File: src/rtl/bcd_conv_scheduler.sv
// Round-robin scheduler sharing one registered binary-to-BCD converter between
// NUM_REQ requesters. A granted value is driven to the converter and held while
// the converter settles. The captured BCD result is then returned with the
// requester ID over a valid/ready response channel. Values above 199 are
// rejected with an error response and never reach the converter.
module bcd_conv_scheduler #(
    parameter int unsigned NUM_REQ      = 2,
    parameter int unsigned CONV_LATENCY = 2,
    parameter int unsigned ID_W         = 3
) (
    input  logic                 i_Clk,
    input  logic                 i_Reset,
    input  logic [NUM_REQ-1:0]   i_Req_Valid,
    input  logic [8*NUM_REQ-1:0] i_Req_Hex,
    output logic [NUM_REQ-1:0]   o_Req_Ready,
    output logic [7:0]           o_Conv_Hex,
    input  logic [11:0]          i_Conv_Dec,
    output logic                 o_Resp_Valid,
    input  logic                 i_Resp_Ready,
    output logic [ID_W-1:0]      o_Resp_Id,
    output logic [11:0]          o_Resp_Dec,
    output logic                 o_Resp_Err,
    output logic                 o_Busy
);

    localparam int unsigned CNT_W = (CONV_LATENCY < 1) ? 1 : $clog2(CONV_LATENCY + 1);

    typedef enum logic [1:0] {StIdle, StHold, StResp} t_state;

    t_state             r_state, w_state_nxt;
    logic [ID_W-1:0]    r_ptr, w_ptr_nxt;
    logic [CNT_W-1:0]   r_cnt, w_cnt_nxt;
    logic [7:0]         r_conv_hex, w_conv_hex_nxt;
    logic [ID_W-1:0]    r_resp_id, w_resp_id_nxt;
    logic [11:0]        r_resp_dec, w_resp_dec_nxt;
    logic               r_resp_err, w_resp_err_nxt;

    logic               w_grant_found;
    logic [ID_W-1:0]    w_grant_idx;
    logic [7:0]         w_grant_val;
    logic [NUM_REQ-1:0] w_mask;
    int unsigned        w_idx;

    // Find the first valid requester at or after the pointer, wrapping around.
    always_comb begin
        w_grant_found = 1'b0;
        w_grant_idx   = '0;
        w_idx         = 0;
        w_mask        = '0;
        for (int unsigned i = 0; i < NUM_REQ; i++) begin
            w_idx  = (32'(r_ptr) + i) % NUM_REQ;
            w_mask = NUM_REQ'(1) << w_idx;
            if (!w_grant_found && ((i_Req_Valid & w_mask) != '0)) begin
                w_grant_found = 1'b1;
                w_grant_idx   = ID_W'(w_idx);
            end
        end
        w_grant_val = 8'(i_Req_Hex >> {w_grant_idx, 3'b000});
    end

    // Next-state and datapath updates for the IDLE/HOLD/RESP sequence.
    always_comb begin
        w_state_nxt    = r_state;
        w_ptr_nxt      = r_ptr;
        w_cnt_nxt      = r_cnt;
        w_conv_hex_nxt = r_conv_hex;
        w_resp_id_nxt  = r_resp_id;
        w_resp_dec_nxt = r_resp_dec;
        w_resp_err_nxt = r_resp_err;
        o_Req_Ready    = '0;
        unique case (r_state)
            StIdle: begin
                if (w_grant_found) begin
                    o_Req_Ready   = NUM_REQ'(1) << w_grant_idx;
                    w_resp_id_nxt = w_grant_idx;
                    w_ptr_nxt     = (w_grant_idx == ID_W'(NUM_REQ - 1)) ? '0
                                                                       : w_grant_idx + 1'b1;
                    if (w_grant_val <= 8'd199) begin
                        w_conv_hex_nxt = w_grant_val;
                        w_cnt_nxt      = '0;
                        w_state_nxt    = StHold;
                    end else begin
                        // Out of range: answer immediately, converter input untouched.
                        w_resp_dec_nxt = '0;
                        w_resp_err_nxt = 1'b1;
                        w_state_nxt    = StResp;
                    end
                end
            end
            StHold: begin
                if (r_cnt == CNT_W'(CONV_LATENCY)) begin
                    w_resp_dec_nxt = i_Conv_Dec;
                    w_resp_err_nxt = 1'b0;
                    w_state_nxt    = StResp;
                end else begin
                    w_cnt_nxt = r_cnt + 1'b1;
                end
            end
            StResp: begin
                if (i_Resp_Ready) begin
                    w_state_nxt = StIdle;
                end
            end
            default: w_state_nxt = StIdle;
        endcase
    end

    // State and datapath registers.
    always_ff @(posedge i_Clk or posedge i_Reset) begin
        if (i_Reset) begin
            r_state    <= StIdle;
            r_ptr      <= '0;
            r_cnt      <= '0;
            r_conv_hex <= '0;
            r_resp_id  <= '0;
            r_resp_dec <= '0;
            r_resp_err <= 1'b0;
        end else begin
            r_state    <= w_state_nxt;
            r_ptr      <= w_ptr_nxt;
            r_cnt      <= w_cnt_nxt;
            r_conv_hex <= w_conv_hex_nxt;
            r_resp_id  <= w_resp_id_nxt;
            r_resp_dec <= w_resp_dec_nxt;
            r_resp_err <= w_resp_err_nxt;
        end
    end

    assign o_Conv_Hex   = r_conv_hex;
    assign o_Resp_Id    = r_resp_id;
    assign o_Resp_Dec   = r_resp_dec;
    assign o_Resp_Err   = r_resp_err;
    assign o_Resp_Valid = (r_state == StResp);
    assign o_Busy       = (r_state != StIdle);

endmodule
File: config.mk
export PLATFORM = sky130hd
export DESIGN_NAME = bcd_conv_scheduler
export DESIGN_NICKNAME = d
export VERILOG_FILES = /design/src/rtl/bcd_conv_scheduler.sv
export SDC_FILE = /design/constraint.sdc
export NUM_CORES = 1
export LEC_CHECK = 0
export BUFFER_PORTS_ARGS = -buffer_cell sky130_fd_sc_hd__buf_4
export CAP_MARGIN = 10
export CORE_MARGIN = 5
export CORE_UTILIZATION = 50
export DETAILED_ROUTE_END_ITERATION = 7
export PLACE_DENSITY = 0.85
export SLEW_MARGIN = 20
export SYNTH_ARGS = -nofsm -noshare
export SYNTH_HDL_FRONTEND = slang
export SYNTH_SLANG_ARGS = --single-unit
File: constraint.sdc
create_clock -name i_Clk -period 4.4 [get_ports i_Clk]
set_input_delay 0.66 -clock i_Clk [delete_from_list [all_inputs] [get_ports i_Clk]]
set_output_delay 0.66 -clock i_Clk [all_outputs]
set_load 0.005 [all_outputs]
Yosys cells after proc, flatten, opt, wreduce, memory -nomap -nowiden
Cells that the tools add are included.

word-level totals
  memories kept = 0
  latch bits = 0
  output and inout bits = 28
  bits in read-only memories = 0
  bits of input ports = 33
  bits in writable memories = 0
  flip-flop bits (word level) = 29

cells by class
  mux-type cells = 24
  shift operators = 4
  multipliers = 0
  bitwise gates (word level) = 2
  add/sub/neg operators = 3
  equality and inequality tests = 10
  div/mod/pow operators = 0
  reductions and logical operators = 12
  $lt $le $gt $ge = 1

operator list
  operator                                                                count
  12-bit two-way mux                                                      3
  12-bit case mux with 2 select lines                                     1
  2-bit two-way mux                                                       9
  16-bit by 6-bit right shift with 8-bit output                           1
  2-bit != test (second input constant)                                   5
  8-bit <= comparator (second input constant)                             1
  1-bit two-way mux                                                       8
  4-bit AND reduction                                                     2
  2-bit nonzero test                                                      4
  2-bit case mux with 3 select lines                                      1
  3-bit AND reduction                                                     2
  2-bit AND                                                               2
  2-bit equality test (second input constant)                             2
  2-bit case mux with 2 select lines                                      1
  1-bit by 1-bit left shift with 2-bit output (first input constant)      2
  3-bit by 1-bit equality test with 1-bit output (second input constant)  1
  1-bit by 3-bit left shift with 2-bit output (first input constant)      1
  1-bit adder (second input constant)                                     2
  2-bit by 1-bit adder with 2-bit output (second input constant)          1
  2-bit by 1-bit equality test with 1-bit output (second input constant)  1
  2-bit zero test                                                         1
  2-bit by 1-bit != test with 1-bit output (second input constant)        1
  1-bit case mux with 2 select lines                                      1
  2-bit AND reduction                                                     1
  2 further kinds                                                         2

Logic depth before layout (Yosys ltp)
Gate-level depths: netlist of run 1.

  depth after elaboration = 12
  depth in mapped cells = 6

Worst setup path after synthesis of run 1
Ideal clock, no wire load.

  kind = input-to-output
  start = input i_Req_Valid[0]
  end = output o_Req_Ready[1]
  data arrival time = 1.123 ns
  buffers on the path = 1
  stages on the path = 4
  path slack = 2.617 ns
  data required time = 3.740 ns
  path through = nand2b_2 -> nand2_2 -> buf_6 -> nor2_1

between the ends
  cells in the longest elaborated chain, start to end = 9
  elaborated cells between the ends (all ways) = 13
  classes of those cells = shift: 1; mux: 6; bitwise: 2; reduce/logical: 4

RTL lines
  element                                      RTL line  source
  from (decl)                                  13        input logic [NUM_REQ-1:0] i_Req_Valid,
  2-bit AND                                    53        if (!w_grant_found && ((i_Req_Valid & w_mask) != '0)) begin
  2-bit nonzero test                           53
  1-bit two-way mux                            53
  1-bit zero test                              53
  1-bit logical AND                            53
  1-bit two-way mux                            53
  1-bit by 3-bit left shift with 2-bit output  74        o_Req_Ready = NUM_REQ'(1) << w_grant_idx;
  2-bit two-way mux (*)                        73        if (w_grant_found) begin
  2-bit two-way mux (*)                        71        unique case (r_state)
  to (decl)                                    15        output logic [NUM_REQ-1:0] o_Req_Ready,

Mark *: on every way between the ends. The rest lies on a longest branch, timed or not.

Worst setup path after layout of run 1
  start = register r_state[1]
  end = output o_Req_Ready[0]

between the ends
  cells in the longest elaborated chain, start to end = 2

RTL lines
  element                 RTL line  source
  from (decl)             30        t_state r_state, w_state_nxt;
  from (signal assigned)  111       r_state <= StIdle;
  from (signal assigned)  119       r_state <= w_state_nxt;
  2-bit zero test         71
  2-bit two-way mux       71

Every way passes these cells.

==> summary.txt, run 1 <==
Status
  • Outcome: completed

Logic synthesis
  • Register bit total from synthesis: 27
  • Post-synth top area share: 48.9%
  • Sequential fraction of the synthesis area: 48.9%
  • YS warnings: 0
  • Count leader, synth: dfrtp_1
  • EDFF count, synth: 0
  • Cell variety after synth: 37
  • Post-synth top cells: 27 x dfrtp_1, 12 x a22o_1, 11 x mux2_4, 5 x inv_1
  • Syn avg cell area: 13.3 µm²
  • Largest cells by area after synthesis: dfrtp_1 49%, mux2_4 12%, a22o_1 7.6%, o311ai_4 3.8%, a2bb2oi_1 1.9%
  • Post-synth ARST share: 100%
  • Mapped Area: 1380 µm²
  • Synth area leader: dfrtp_1
  • Post-synth top flop: dfrtp_1
  • Mapped Cells: 104

Detailed routing
  • Via count: 1066
  • DRC Markers: 0
  • TritonRoute pass-1 iters: 4
  • WL met1: 1360 µm
  • Initial DRC count: 42
  • Routed Antenna Nets: 0
  • Max Used Layer: met4
  • Vias per std cell: 5.52
  • WL final: 3260 µm
  • Met3 Wirelength: 241 µm
  • DR WL/cell: 16.9 µm
  • WL met2: 1650 µm

CTS
  • H-tree lvl count: 1
  • Inserted Clock Buffers: 3
  • Clock buffer depth: 2
  • CTS root buffer: clkbuf_4
  • Clk sink count: 27
  • CTS clk-pin slew, worst paths: 0.16 ns
  • Post-cts resize count: 0
  • Hold buffers post-CTS: 0
  • Clock Latency Late Sink: 0.32 ns
  • TritonCTS clock tree: built
  • Post-CTS Repair Setup Buffers: 0

Finish
  • Number of fill cells: 209
  • Multi-input gate area: 646 µm²
  • Ant diodes: 0
  • Share of layout cells above drive strength 1: 53.7%
  • # nets final: 197
  • Finished Core Util: 68.2%
  • Seq. cell area: 676 µm²
  • Layout Cells excl Fill: 193
  • P&R area growth vs syn: 33.8%

Floorplanning
  • Number of core rows: 19
  • Die Area: 3910 µm²
  • IO Count: 61
  • Core area: 2710 µm²
  • Die width: 62.6 µm
  • Die height: 62.6 µm
  • Starting Density: 51.0%

Setup path
  • Crit path arrival time: 1.59 ns
  • Slowest stage delay, CP: 0.46 ns
  • WP data required: 3.74 ns
  • CP delay by family, top: flip-flops
  • Worst-path cell chain: nor2_4, o21ai_0, a21oi_1, buf_4
  • CP max FO: 6
  • R2R cell count: 5
  • R2R Setup Slk: 2.52 ns
  • Worst path bufs/invs: 1
  • Worst setup EP type: primary output
  • Critical path type: reg -> out
  • Worst Setup Start Kind: register
  • Slowest stage cell on the critical path: dfrtp_1
  • CP Depth: 4

STA
  • Pins Over Slew Limit: 0
  • RSZ-0062 raised after global routing: false
  • Relative slew margins: 37.6%
  • Tmin final: 2.25 ns
  • Final setup fails: 0
  • FMAX: 0.445 GHz
  • Fin crit share: 51.1%
  • Setup_tns: 0 ns
  • Worst-Margin Slew: 0.931 ns
  • Endpoints failing hold: 0
  • Skew final: 0.00825 ns

Place
  • Placed cell count: 189
  • Gp weighted congestion: 0.781
  • DP HPWL: 2550 µm
  • PortBufs: 58

Power
  • Pleak: 0.933 nW
  • Worst VDD drop: 0.362 mV
  • Total power: 1.07 mW
  • PD cells: 580 nW/µm²

GRT
  • Global-route wire length before repair: 5520 µm
  • Total Routing Usage GR: 17.1%
  • Vias in the first global route: 1147
  • Initial antenna violation count: 0
  • Pin count of the biggest net entering global routing: 28
  • Overflow after GRT: 0

Flow run
  • Max Cap Viol: 0

Min path
  • Hold Path Class: in -> async
[cell type report]
type / instances / share of cell area (%)
Clock buffer: 3 / 1.22
Tap cell: 31 / 2.10
Sequential cell: 27 / 36.6
Multi-Input combinational cell: 67 / 34.9
Clock inverter: 1 / 0.406
Timing Repair Buffer: 58 / 23.6
Inverter: 6 / 1.22
[state kept, by name (all words and copies together), names as in the netlist]
| signal | count |
|---|---|
| r_cnt | 2 |
| r_ptr | 1 |
| o_Resp_Err | 1 |
| o_Conv_Hex | 8 |
| o_Resp_Dec | 12 |
| o_Resp_Id | 1 |
| r_state | 2 |
[report_power, final]
| group | internal [mW] | total (mW) | switching [mW] |
|---|---|---|---|
| logic | 0.308 | 0.542 | 0.234 |
| clock network | 0.0347 | 0.111 | 0.0759 |
| registers | 0.349 | 0.420 | 0.0707 |
[per-layer routing]
metal	global-route usage [%]	vias up
li1	-	493
met3	5.76	2
met4	3.71	0
met1	20.6	533
met2	29.4	38
met5	0	-
[per-stage QoR]
| stage | setup slack [ns] | instance area, µm² | hold slack, ns |
|---|---|---|---|
| finish | 2.15 | 1850 | 0.409 |
| global route | 2.02 | 1850 | 0.464 |
| CTS | 2.17 | 1850 | 0.524 |
| detailed placement | 2.21 | 1820 | 0.485 |
| global placement | 2.30 | 1820 | 0.465 |
| floorplan | 2.62 | 1390 | 0.474 |
[cells in the final DEF, fill, tap and decap left out, types with 3 or more instances in the layout]
master and n:
o21ai_0 3, a21oi_1 4, mux2_4 11, dfrtp_1 27, a2bb2oi_1 3, buf_4 58, clkbuf_4 3, a22o_1 12
nor2_1 4, inv_1 4
[path summary, 6_finish.rpt]
kind / start / end
max in group asynchronous: i_Reset / r_state[1]
min in group i_Clk: o_Resp_Dec[5] / o_Resp_Dec[5]
min reg2reg: o_Resp_Dec[5] / o_Resp_Dec[5]
max: r_state[1] / o_Req_Ready[0]
max reg2reg: r_cnt[0] / r_state[1]
min: i_Reset / o_Resp_Dec[3]
[cell families after synthesis]
| family | count (synthesis) | share of synthesized area, % |
|---|---|---|
| DFF | 27 | 48.9 |
| muxes | 15 | 15.0 |
| adders and majority gates | 1 | 0.906 |
| buffers and inverters | 11 | 4.62 |
| AOI/OAI and AO/OA | 31 | 20.7 |
| other | 1 | 0.271 |
| and+or+nand+nor | 18 | 9.60 |
(Power assumes the default switching activity.)
==> inputs of run 2 (changes only) <==
- CORE_UTILIZATION: 50 -> 46
- PLACE_DENSITY: 0.85 -> 0.79
- clock period: 4.4 -> 2.2 ns (I/O delays scaled with it)
==> run 2 against run 1 <==
Compared with the run above: clock skew about the same; power rose by 99%; via count shrank 1.9%; cell count rose by 0.52%; combinational power increased by 96%; die area grew 7.3%; flip-flop and latch count unchanged; non-clock buffer count rose by 1; hold slack got worse by 0.38 ns; sequential share of layout area shrank 0.15 points; critical path depth did not move; largest cell class unchanged.
==> summary.txt, run 2 (synthesis results as in run 1) <==
STA
  • Pins Over Slew Limit: 0 (unchanged)
  • FMAX: 0.525 GHz
  • Tmin final: 1.91 ns
  • Setup_tns: 0 ns (unchanged)
  • RSZ-0062 raised after global routing: false (unchanged)
  • Endpoints failing hold: 0 (unchanged)
  • Relative slew margins: 64.3% (was 37.6%)
  • Worst-Margin Slew: 0.530 ns (was 0.931 ns)
  • Fin crit share: 86.7%
  • Skew final: 0.00873 ns (was 0.00825 ns)
  • Final setup fails: 0 (unchanged)

CTS
  • Inserted Clock Buffers: 3 (unchanged)
  • Post-CTS Repair Setup Buffers: 0 (unchanged)
  • CTS root buffer: clkbuf_4 (unchanged)
  • Clk sink count: 27 (unchanged)
  • Hold buffers post-CTS: 0 (unchanged)
  • Clock Latency Late Sink: 0.34 ns (was 0.32 ns)
  • CTS clk-pin slew, worst paths: 0.16 ns (about the same)
  • Post-cts resize count: 0 (unchanged)
  • H-tree lvl count: 1 (unchanged)
  • TritonCTS clock tree: built (unchanged)
  • Clock buffer depth: 2 (unchanged)

Detailed routing
  • WL met2: 1510 µm (was 1650 µm)
  • Vias per std cell: 5.39 (was 5.52)
  • Routed Antenna Nets: 0 (unchanged)
  • Max Used Layer: met4 (unchanged)
  • Via count: 1046 (was 1066)
  • TritonRoute pass-1 iters: 4 (unchanged)
  • DRC Markers: 0 (unchanged)
  • WL met1: 1310 µm (was 1360 µm)
  • DR WL/cell: 16.1 µm (was 16.9 µm)
  • Met3 Wirelength: 250 µm (was 241 µm)
  • Initial DRC count: 29 (was 42)
  • WL final: 3120 µm (was 3260 µm)

Power
  • Switching pwr: 0.746 mW (was 0.380 mW)
  • Pleak: 0.941 nW (was 0.933 nW)
  • Worst VDD drop: 0.524 mV (was 0.362 mV)
  • Sequential power share: 39.4% (was 39.1%)
  • Pint: 1.38 mW (was 0.692 mW)
  • Clock power share: 10.8% (was 10.3%)
  • PD cells: 1150 nW/µm² (was 580 nW/µm²)
  • Total power: 2.13 mW (was 1.07 mW)
  • Switching share of total power: 35.0% (was 35.5%)
  • Comb pwr share: 49.8% (was 50.5%)

Setup path
  • Slowest stage delay, CP: 0.46 ns (about the same)
  • Worst path bufs/invs: 1 (unchanged)
  • CP delay by family, top: flip-flops (unchanged)
  • Worst Setup Start Kind: register (unchanged)
  • R2R cell count: 5 (unchanged)
  • Worst-path cell chain: nor2_4, o21ai_0, a21oi_1, buf_4 (unchanged)
  • Critical R2R Launch: r_cnt[0] (unchanged)
  • CP max FO: 6 (unchanged)
  • R2R Setup Slk: 0.30 ns (was 2.52 ns)
  • Critical path type: reg -> out (unchanged)
  • WP data required: 1.87 ns (was 3.74 ns)
  • Worst setup EP type: primary output (unchanged)
  • Slowest stage cell on the critical path: dfrtp_1 (unchanged)
  • CP Depth: 4 (unchanged)
  • Crit path arrival time: 1.58 ns (was 1.59 ns)
  • RR Endpoint: r_state[1] (unchanged)

Floorplanning
  • IO Count: 61 (unchanged)
  • Die width: 64.8 µm (was 62.6 µm)
  • Die Area: 4200 µm² (was 3910 µm²)
  • Core area: 2830 µm² (was 2710 µm²)
  • Starting Density: 48.8% (was 51.0%)
  • Die height: 64.8 µm (was 62.6 µm)
  • Number of core rows: 19 (unchanged)

Finish
  • Max reg flops: 12 (unchanged)
  • Share of layout cells above drive strength 1: 54.0% (was 53.7%)
  • Ant diodes: 0 (unchanged)
  • P&R area growth vs syn: 34.3% (was 33.8%)
  • Commonest non-fill, non-tap cell in the layout: buf_4 (unchanged)
  • # nets final: 198 (was 197)
  • Most frequent cells in the layout: 59 x buf_4, 27 x dfrtp_1, 12 x a22o_1 (was 58 x buf_4, 27 x dfrtp_1, 12 x a22o_1)

Place
  • DP HPWL: 2430 µm (was 2550 µm)
  • PortBufs: 58 (unchanged)
  • Gp weighted congestion: 0.813 (was 0.781)

GRT
  • Overflow after GRT: 0 (unchanged)
  • Vias in the first global route: 1137 (was 1147)
  • Total Routing Usage GR: 15.9% (was 17.1%)
  • Initial antenna violation count: 0 (unchanged)
  • Global-route wire length before repair: 5250 µm (was 5520 µm)
  • Pin count of the biggest net entering global routing: 28 (unchanged)

Min path
  • Hold Path Class: in -> async (unchanged)

Flow run
  • Max Cap Viol: 0 (unchanged)

Status
  • Outcome: completed (unchanged)
-- run 2: worst max-delay path by stage --
stage / slack [ns] / end / start
4_1_cts: 0.29 / r_state[1] / r_cnt[0]
3_3_place_gp: 0.48 / r_state[1] / r_cnt[0]
2_1_floorplan: 0.74 / o_Conv_Hex[0] / r_ptr[0]
5_1_grt: 0.12 / r_state[1] / r_cnt[0]
3_5_place_dp: 0.32 / r_state[1] / r_cnt[0]
6_report: 0.29 / o_Req_Ready[0] / r_state[1]
-- run 2: cell type report --
cell class,count,area [µm²]
fill,205,973
sequential,27,676
multi-input combinational,67,646
timing repair buffer,59,443
tap,31,38.8
clock buffer,3,22.5
inverter,6,22.5
clock inverter,1,7.51
-- run 2: layer usage --
layer  global-route usage [%]  up-vias
met4                     5.54        0
met1                     19.6      497
li1                         -      499
met2                     26.9       45
met5                        0        -
met3                     4.15        5
-- run 2: power groups by stage --
stage	combinational, mW	clock [mW]	sequential, mW
floorplan	0.647	0	0.836
CTS	1.08	0.230	0.841
global route	1.18	0.247	0.869
global placement	1.04	0	0.843
finish	1.06	0.229	0.840
detailed placement	1.08	0	0.843
-- run 2: per-stage QoR --
step / area [µm²] / setup slack [ns] / hold WS, ns / cells / util, %
after floorplan: 1390 / 0.735 / 0.383 / 105 / -
after global placement: 1830 / 0.483 / 0.411 / 190 / 64.5
after detailed placement: 1830 / 0.322 / 0.426 / 190 / 64.5
after CTS: 1860 / 0.286 / 0.0428 / 194 / 65.6
after global routing: 1860 / 0.119 / 0.0580 / 194 / 65.6
final: 1860 / 0.293 / 0.0256 / 194 / 65.6
-- run 2: tightest hold or removal path: stages --
cell	delay [ns]
buf_4	0.10
inv_1	0.04
buf_4	0.32
==> inputs of run 3 (changes only) <==
- MAX_ROUTING_LAYER: not set -> met4
==> run 3 against run 2 <==
Compared with the run above: via count rose by 0.38%; design area did not move; utilization did not move; first-iteration DRC count rose by 10%; maximum frequency barely moved; cell count did not move; setup slack barely moved; critical path type unchanged; critical endpoint unchanged.
==> summary.txt, run 3 (synthesis results as in run 1) <==
Status
  • Outcome: completed (unchanged)

CTS
  • H-tree lvl count: 1 (unchanged)
  • Clk sink count: 27 (unchanged)
  • Inserted Clock Buffers: 3 (unchanged)
  • Clock Latency Late Sink: 0.34 ns (about the same)
  • Post-CTS Repair Setup Buffers: 0 (unchanged)
  • TritonCTS clock tree: built (unchanged)
  • CTS root buffer: clkbuf_4 (unchanged)
  • Clock buffer depth: 2 (unchanged)
  • Post-cts resize count: 0 (unchanged)
  • CTS clk-pin slew, worst paths: 0.16 ns (about the same)
  • Hold buffers post-CTS: 0 (unchanged)

Finish
  • # nets final: 198 (unchanged)
  • Ant diodes: 0 (unchanged)
  • Max reg flops: 12 (unchanged)
  • Share of layout cells above drive strength 1: 54.0% (unchanged)
  • Number of fill cells: 205 (unchanged)
  • Final Instance Area: 1860 µm² (unchanged)
  • Most frequent cells in the layout: 59 x buf_4, 27 x dfrtp_1, 12 x a22o_1 (unchanged)
  • Commonest non-fill, non-tap cell in the layout: buf_4 (unchanged)
  • P&R area growth vs syn: 34.3% (unchanged)
  • Layout Cells excl Fill: 194 (unchanged)

Detailed routing
  • TritonRoute pass-1 iters: 4 (unchanged)
  • WL final: 3120 µm (about the same)
  • Vias per std cell: 5.41 (was 5.39)
  • DR WL/cell: 16.1 µm (about the same)
  • DRC Markers: 0 (unchanged)
  • Initial DRC count: 32 (was 29)
  • Via count: 1050 (was 1046)
  • Routed Antenna Nets: 0 (unchanged)

Place
  • PortBufs: 58 (unchanged)
  • Placed cell count: 190 (unchanged)
  • DP HPWL: 2430 µm (unchanged)
  • Placement Setup Slack: 0.322 ns (unchanged)
  • Gp weighted congestion: 0.825 (was 0.813)
  • Dpl cell area: 1830 µm² (unchanged)

Floorplanning
  • Number of core rows: 19 (unchanged)
  • Core area: 2830 µm² (unchanged)
  • IO Count: 61 (unchanged)
  • Die width: 64.8 µm (unchanged)
  • Die Area: 4200 µm² (unchanged)
  • Starting Density: 48.8% (unchanged)
  • Die height: 64.8 µm (unchanged)

Power
  • Clock power share: 10.8% (about the same)
  • Pint: 1.38 mW (unchanged)
  • Switching share of total power: 35.0% (about the same)
  • Comb pwr share: 49.8% (about the same)
  • Pleak: 0.941 nW (unchanged)
  • Sequential power share: 39.4% (about the same)
  • Worst VDD drop: 0.523 mV (was 0.524 mV)
  • PD cells: 1150 nW/µm² (about the same)
  • Switching pwr: 0.746 mW (about the same)

STA
  • Fin crit share: 86.7% (about the same)
  • Worst-Margin Slew: 0.530 ns (unchanged)
  • RSZ-0062 raised after global routing: false (unchanged)
  • FMAX: 0.524 GHz (was 0.525 GHz)
  • Relative slew margins: 64.3% (unchanged)
  • Final WS setup: 0.293 ns (about the same)
  • Setup_tns: 0 ns (unchanged)
  • Skew final: 0.00869 ns (was 0.00873 ns)
  • Final setup fails: 0 (unchanged)
  • Tmin final: 1.91 ns (about the same)
  • Pins Over Slew Limit: 0 (unchanged)
  • Endpoints failing hold: 0 (unchanged)

Setup path
  • Critical R2R Launch: r_cnt[0] (unchanged)
  • R2R cell count: 5 (unchanged)
  • Worst Setup Start Kind: register (unchanged)
  • Crit path capture: o_Req_Ready[0] (unchanged)
  • WP data required: 1.87 ns (about the same)
  • CP max FO: 6 (unchanged)
  • Critical path type: reg -> out (unchanged)
  • Worst setup EP type: primary output (unchanged)
  • R2R Setup Slk: 0.31 ns (was 0.30 ns)
  • Crit path arrival time: 1.58 ns (about the same)
  • RR Endpoint: r_state[1] (unchanged)
  • Crit. Startpoint: r_state[1] (unchanged)

GRT
  • Initial antenna violation count: 0 (unchanged)
  • Total Routing Usage GR: 16.4% (was 15.9%)
  • Pin count of the biggest net entering global routing: 28 (unchanged)
  • Overflow after GRT: 0 (unchanged)
  • Vias in the first global route: 1136 (was 1137)
  • Global-route wire length before repair: 5260 µm (was 5250 µm)

Min path
  • Hold Path Class: in -> async (unchanged)

Flow run
  • Max Cap Viol: 0 (unchanged)
run 3: cell counts in the layout (fill, tap and decap cells not counted):
No cell type changed its count.
run 3: metal layers:
| layer | GRT usage, % | vias up | part of all wire [%] |
|---|---|---|---|
| li1 | - | 499 | - |
| met1 | 20.1 | 497 | 42 |
| met2 | 26.8 | 49 | 48 |
| met3 | 3.63 | 5 | 7.7 |
| met4 | 5.54 | 0 | 1.4 |
| met5 | - | - | 0 |
run 3: area by class of cell:
class / count / area [µm²] / area share [%]
Sequential cell: 27 / 676 / 36.4
Multi-Input combinational cell: 67 / 646 / 34.8
Timing Repair Buffer: 59 / 443 / 23.9
Tap cell: 31 / 38.8 / 2.09
Clock buffer: 3 / 22.5 / 1.21
Inverter: 6 / 22.5 / 1.21
Clock inverter: 1 / 7.51 / 0.405
run 3: worst max-delay path, stage by stage (launching register included):
cell and delay, ns:
dfrtp_1 0.46, nor2_4 0.21, o21ai_0 0.25, a21oi_1 0.19, buf_4 0.13
run 3: worst min-delay path by stage:
stage                     startpoint  slack [ns]             to  cells after the start
after CTS                    i_Reset        0.04  o_Conv_Hex[0]                      3
after global placement       i_Reset        0.41  o_Conv_Hex[1]                      3
after detailed placement     i_Reset        0.43  o_Conv_Hex[0]                      3
after floorplan              i_Reset        0.38  o_Conv_Hex[0]                      1
final                        i_Reset        0.03  o_Conv_Hex[0]                      3
after global routing         i_Reset        0.06  o_Conv_Hex[1]                      3
run 3: power groups by stage:
stage	sequential (mW)	combinational, mW	clock (mW)
after floorplan	0.836	0.647	0
after global placement	0.843	1.04	0
after detailed placement	0.843	1.08	0
after CTS	0.841	1.08	0.230
after global routing	0.869	1.18	0.247
final	0.840	1.06	0.229
run 3: metrics by stage:
stage	total power [mW]	util, %	hold WS (ns)
after CTS	2.15	65.6	0.0428
after floorplan	1.48	-	0.383
final	2.13	65.6	0.0253
after global routing	2.29	65.6	0.0580
after global placement	1.89	64.5	0.411
after detailed placement	1.92	64.5	0.426
